**src/rtl/mult_addsub_pipe.sv**
```systemverilog
// Purpose : pipelined unsigned RES = C +/- A*B (or RES +/- A*B in accumulate mode), with carry/borrow flag.
// Latency : IN_STAGES + 2 enabled cycles from in_valid to out_valid; one sample per enabled cycle.
// Backpr. : none; CE=0 freezes every register (out_valid included), RST (sync, active-high) beats CE.
//
// Ports:
//   CLK, RST, CE          clock, synchronous active-high reset, clock enable
//   in_valid, A, B, C     operand sample (unsigned, WIDTH bits) and its qualifier
//   add_sub, acc          1 = add / 0 = subtract; 1 = use current RES as base instead of C
//   RES, OVF, out_valid   registered 2*WIDTH result, carry-out/borrow, one-cycle update pulse
// Parameters: WIDTH (operand width), IN_STAGES (input register depth, legal 1..8).
module mult_addsub_pipe #(
    parameter int WIDTH     = 8,
    parameter int IN_STAGES = 2
) (
    input  logic               CLK,
    input  logic               RST,
    input  logic               CE,
    input  logic               in_valid,
    input  logic [WIDTH-1:0]   A,
    input  logic [WIDTH-1:0]   B,
    input  logic [WIDTH-1:0]   C,
    input  logic               add_sub,
    input  logic               acc,
    output logic [2*WIDTH-1:0] RES,
    output logic               OVF,
    output logic               out_valid
);
    localparam int RW = 2 * WIDTH;

    typedef struct packed {
        logic             vld;
        logic             add_sub;
        logic             acc;
        logic [WIDTH-1:0] a;
        logic [WIDTH-1:0] b;
        logic [WIDTH-1:0] c;
    } in_t;

    typedef struct packed {
        logic             vld;
        logic             add_sub;
        logic             acc;
        logic [RW-1:0]    p;
        logic [WIDTH-1:0] c;
    } prod_t;

    in_t           in_d [IN_STAGES];
    in_t           in_q [IN_STAGES];
    prod_t         prod_d;
    prod_t         prod_q;
    logic [RW-1:0] res_d;
    logic [RW-1:0] res_q;
    logic          ovf_d;
    logic          ovf_q;
    logic          out_vld_d;
    logic          out_vld_q;

    logic [RW-1:0] base;
    logic [RW:0]   sum;
    logic [RW:0]   diff;

    always_comb begin
        for (int i = 0; i < IN_STAGES; i++) begin
            in_d[i] = in_q[i];
        end
        prod_d    = prod_q;
        res_d     = res_q;
        ovf_d     = ovf_q;
        out_vld_d = out_vld_q;

        // Accumulate reads RES as it stands before this edge, so consecutive
        // acc samples chain through the output register without a hazard.
        base = prod_q.acc ? res_q : {{WIDTH{1'b0}}, prod_q.c};
        sum  = {1'b0, base} + {1'b0, prod_q.p};
        // One extra bit on the difference: its MSB is set exactly when P > base.
        diff = {1'b0, base} - {1'b0, prod_q.p};

        if (CE) begin
            in_d[0].vld     = in_valid;
            in_d[0].add_sub = add_sub;
            in_d[0].acc     = acc;
            in_d[0].a       = A;
            in_d[0].b       = B;
            in_d[0].c       = C;
            for (int i = 1; i < IN_STAGES; i++) begin
                in_d[i] = in_q[i-1];
            end

            prod_d.vld     = in_q[IN_STAGES-1].vld;
            prod_d.add_sub = in_q[IN_STAGES-1].add_sub;
            prod_d.acc     = in_q[IN_STAGES-1].acc;
            prod_d.c       = in_q[IN_STAGES-1].c;
            prod_d.p       = {{WIDTH{1'b0}}, in_q[IN_STAGES-1].a}
                           * {{WIDTH{1'b0}}, in_q[IN_STAGES-1].b};

            out_vld_d = prod_q.vld;
            // Bubbles leave RES/OVF untouched so they never disturb the accumulator.
            if (prod_q.vld) begin
                if (prod_q.add_sub) begin
                    {ovf_d, res_d} = sum;
                end else begin
                    {ovf_d, res_d} = diff;
                end
            end
        end
    end

    always_ff @(posedge CLK) begin
        if (RST) begin
            for (int i = 0; i < IN_STAGES; i++) begin
                in_q[i] <= '0;
            end
            prod_q    <= '0;
            res_q     <= '0;
            ovf_q     <= 1'b0;
            out_vld_q <= 1'b0;
        end else begin
            for (int i = 0; i < IN_STAGES; i++) begin
                in_q[i] <= in_d[i];
            end
            prod_q    <= prod_d;
            res_q     <= res_d;
            ovf_q     <= ovf_d;
            out_vld_q <= out_vld_d;
        end
    end

    assign RES       = res_q;
    assign OVF       = ovf_q;
    assign out_valid = out_vld_q;

endmodule

```
**config.mk**
```make
export PLATFORM = sky130hd
export DESIGN_NAME = mult_addsub_pipe
export DESIGN_NICKNAME = d
export VERILOG_FILES = /design/src/rtl/mult_addsub_pipe.sv
export SDC_FILE = /design/constraint.sdc
export NUM_CORES = 1
export LEC_CHECK = 0
export CAP_MARGIN = 20
export CORE_ASPECT_RATIO = 1.4
export CORE_MARGIN = 1.5
export CORE_UTILIZATION = 55
export CTS_CLUSTER_SIZE = 14
export DETAILED_ROUTE_END_ITERATION = 10
export GPL_ROUTABILITY_DRIVEN = 1
export PLACE_DENSITY = 0.83
export SYNTH_ARGS = -nofsm -noshare
export SYNTH_HDL_FRONTEND = slang
export SYNTH_SLANG_ARGS = --single-unit
export TNS_END_PERCENT = 30
```
**constraint.sdc**
```tcl
create_clock -name CLK -period 4 [get_ports CLK]
set_clock_uncertainty 0.1 [all_clocks]
set_input_delay 0.8 -clock CLK [delete_from_list [all_inputs] [get_ports CLK]]
set_output_delay 0.8 -clock CLK [all_outputs]
set_load 0.005 [all_outputs]
```
==> qor.yml <==
die:
  floorplan.die_area_um2: 13880
  chip_height_um: 138.8
  core_um2: 12870
  die_w_um: 99.99
  std_cell_rows: 49
  floorplan.initialDensity_pct: 56.26
  io_pins: 48
synth:
  synth_simple_gate_area_share_pct: 17.26
  synth-warning-count: 0
  ys.flop_type: "sky130_fd_sc_hd__dfxtp_1"
  synth.cell_area_um2: 7243
  synth.ff_latch_count: 99
  synth_cell_type_count: 64
  synth.net_count: 946
  synth_xor_xnor_area_share_pct: 2.781
  avgSynthCellArea_um2: 8.942
  synthArstFlopShare_pct: 0
  dominant_combinational_cell_family_by_area_after_synthesis: "adder cells"
  post_synth_edffs: 0
  synth_top_area_share_pct: 27.36
  synth-seq-area-share_pct: 27.36
  synth-compound-area-share_pct: 12.66
  synthMostInstantiatedCell: "sky130_fd_sc_hd__nor2_1"
  share_of_cell_area_taken_by_muxes_after_synthesis_pct: 11.71
  syn_inst: 810
  synthAdderAreaFrac_pct: 22.25
  synthTopCellsByCount: "114 x sky130_fd_sc_hd__nor2_1, 99 x sky130_fd_sc_hd__dfxtp_1, 78 x sky130_fd_sc_hd__mux2i_1"
  netlist.top_cell.by_area: "sky130_fd_sc_hd__dfxtp_1"
  yosys-top-cells-area: "sky130_fd_sc_hd__dfxtp_1 27%, sky130_fd_sc_hd__ha_1 12%, sky130_fd_sc_hd__mux2i_1 11%, sky130_fd_sc_hd__fa_1 11%, sky130_fd_sc_hd__nor2_1 5.9%"
clocking:
  ctsHtreeMaxLevel: 3
  cts_sinks: 99
  bufs_on_longest_clock_path: 2
  clkLatencyLatePin_ns: 0.36
  root_buffer: "sky130_fd_sc_hd__clkbuf_16"
  clk_pin_slew_ns: 0.08
  cts_tree: "yes"
  cts_hold_buf: 0
  cts_buffers: 9
timing:
  fin_worst_hold_slack_ns: 0.3826
  period_minus_slack_ns: 4.214
  worstMarginPinSlew_ns: 0.9149
  timing.final.setup_violations: 7
  max-slew-margin-rel_pct: 39.01
  post-route-period-util_pct: 105.4
  max_clock_freq_mhz: 237.3
  final_critical_path_setup_slack_ns: -0.2143
  timing_hold_violations_final: 0
  report.final.slew_viol_count: 0
  totalNegativeSetupSlack_ns: -0.8667
  grt_setup_unrepaired: "true"
drt:
  detail_route.first_pass.iterations: 4
  wl_per_cell_um: 15.31
  drt_drc_violations_left: 0
  wirelength_um: 15840
  antenna_violating_nets_post_route: 0
  routed-via-count: 5772
  viasPerCell: 5.577
  starting_drt_drc_count: 227
critical_path:
  critPathLaunchType: "register"
  r2r-start: "in_q[0][39]$_SDFFE_PP0P_"
  sort_of_element_at_the_end_of_the_critical_path: "register"
  worstRegToRegCells: 16
  worst_ep_required_time_ns: 4.11
  r2r_slack_ns: -0.21
  arrival_ns: 4.33
  crit_type: "reg2reg"
  reg2reg_to: "prod_q[20]$_SDFFE_PP0P_"
  critPathMaxFanout: 7
final_layout:
  syn2layout_area_growth_pct: 18.16
  n_fill_cell: 959
  final_cell_area_um2: 8558
  drive_gt1_share_pct: 14.76
  finalNetCount: 1012
global_routing:
  vias_in_the_first_global_route: 5711
  wire_length_of_the_first_global_routing_pass_um: 26010
  grt_start_max_net_pins: 81
  globalRouteOverflowTotal: 0
  antenna_found_initial: 1
  global_route.usage.total_pct: 23.08
hold_path:
  hp-class: "reg2reg"
  endpoint_of_the_worst_hold_path: "RES[2]$_SDFFE_PP0P_"
  timing.hold.worst_path_depth: 2
  hold_start: "RES[2]$_SDFFE_PP0P_"
pwr:
  report.power.total_mw: 2.165
  power.ir.vdd_worst_v: 0.0002767
  power.leakage_nw: 3.980
  p_per_area_nw_per_um2: 252.9
placement:
  last_weighted_congestion_value_of_the_routability_driven_placer: 0.9314
  dpl_cell_area_um2: 8144
  io_buffers: 47
  hpwlAfterDp_um: 11710
job:
  drv_cap: 0
outcome:
  run_status: "finished, violations left"
  violations_in_the_final_reports: "setup timing"
## worst max path at each step
stage | start | to | slack (ns) | cells after the start
2_1_floorplan | in_q[0][44]$_SDFFE_PP0P_ | prod_q[22]$_SDFFE_PP0P_ | -0.0007 | 14
3_3_place_gp | in_q[0][44]$_SDFFE_PP0P_ | prod_q[22]$_SDFFE_PP0P_ | -0.10 | 14
3_5_place_dp | in_q[0][38]$_SDFFE_PP0P_ | prod_q[22]$_SDFFE_PP0P_ | -0.26 | 14
4_1_cts | in_q[0][44]$_SDFFE_PP0P_ | prod_q[20]$_SDFFE_PP0P_ | -0.17 | 17
5_1_grt | in_q[0][39]$_SDFFE_PP0P_ | prod_q[23]$_SDFFE_PP0P_ | -0.38 | 16
6_report | in_q[0][39]$_SDFFE_PP0P_ | prod_q[20]$_SDFFE_PP0P_ | -0.21 | 16
## power by group
| part | switching (mW) | internal (mW) |
|---|---|---|
| clock network | 0.438 | 0.439 |
| logic | 0.125 | 0.125 |
| registers | 0.0259 | 1.01 |
## per-stage QoR
step,util [%],cells,setup slack (ns)
global route,66.45,1034,-0.3805
finish,66.47,1035,-0.2143
global placement,63.26,1015,-0.1047
detailed placement,63.26,1015,-0.2624
floorplan,-,810,-0.0007367
CTS,66.23,1034,-0.1691
## cells by family after synthesis
kind of cell | after synthesis
xor gates and xnor gates | 23
adders and majority gates | 106
DFF | 99
AOI/OAI and AO/OA | 127
and+or+nand+nor | 259
buffers and inverters | 112
muxes | 84
## critical path, cell delays in order (launching register included)
cell	delay [ns]
sky130_fd_sc_hd__dfxtp_4	0.37
sky130_fd_sc_hd__buf_4	0.14
sky130_fd_sc_hd__and2_1	0.14
sky130_fd_sc_hd__fa_1	0.47
sky130_fd_sc_hd__inv_1	0.05
sky130_fd_sc_hd__fa_1	0.49
sky130_fd_sc_hd__fa_1	0.56
sky130_fd_sc_hd__inv_2	0.05
sky130_fd_sc_hd__fa_1	0.57
sky130_fd_sc_hd__ha_4	0.22
sky130_fd_sc_hd__inv_1	0.06
sky130_fd_sc_hd__a221oi_2	0.04
sky130_fd_sc_hd__o41ai_2	0.38
sky130_fd_sc_hd__buf_4	0.19
sky130_fd_sc_hd__xnor2_2	0.06
sky130_fd_sc_hd__mux2i_1	0.13
sky130_fd_sc_hd__nor2_1	0.05
## timing repair
action	4_1_cts	5_1_grt
resized for setup	21	7
buffers inserted	3	0
pin swaps	18	11
endpoints found under the setup margin	7	8
## routing by layer
| metal | up-vias | GRT usage, % | routed length [µm] |
|---|---|---|---|
| met3 | 47 | 2.722 | 271 |
| met5 | - | 0 | 0 |
| met4 | 0 | 11.79 | 529 |
| li1 | 2854 | - | - |
| met2 | 98 | 41.03 | 8353 |
| met1 | 2773 | 26.88 | 6690 |
## layout make-up
cell class              count  area, µm²  share of cell area, %
well taps                 153      191.4                  2.237
flip-flops and latches     99       2022                  23.63
repair buffers             90      788.3                  9.211
diodes                      1      2.502                0.02924
clock inverters             7      68.82                 0.8041
inverters                  77      289.0                  3.377
clock buffers               9      225.2                  2.632
multi-input cells         599       4971                  58.08
## sequential cells by signal, summed over array words and instances, names as in the netlist
name       cells
RES           16
OVF            1
prod_q        27
in_q          54
out_valid      1
## cell usage in the layout (no fill, tap or decap), types with 14 or more instances in the layout
cell type,synthesis,final
sky130_fd_sc_hd__buf_4,2,45
sky130_fd_sc_hd__ha_1,68,64
sky130_fd_sc_hd__o21ai_0,15,14
sky130_fd_sc_hd__inv_1,77,72
sky130_fd_sc_hd__mux2i_1,78,78
sky130_fd_sc_hd__and2_1,57,54
sky130_fd_sc_hd__dfxtp_1,99,87
sky130_fd_sc_hd__nor2_1,114,113
sky130_fd_sc_hd__fa_1,38,36
sky130_fd_sc_hd__nand2_1,38,34
sky130_fd_sc_hd__xnor2_1,16,15
sky130_fd_sc_hd__clkdlybuf4s50_1,0,45
sky130_fd_sc_hd__a21oi_1,34,33
Power figures use the tool's default switching activity.
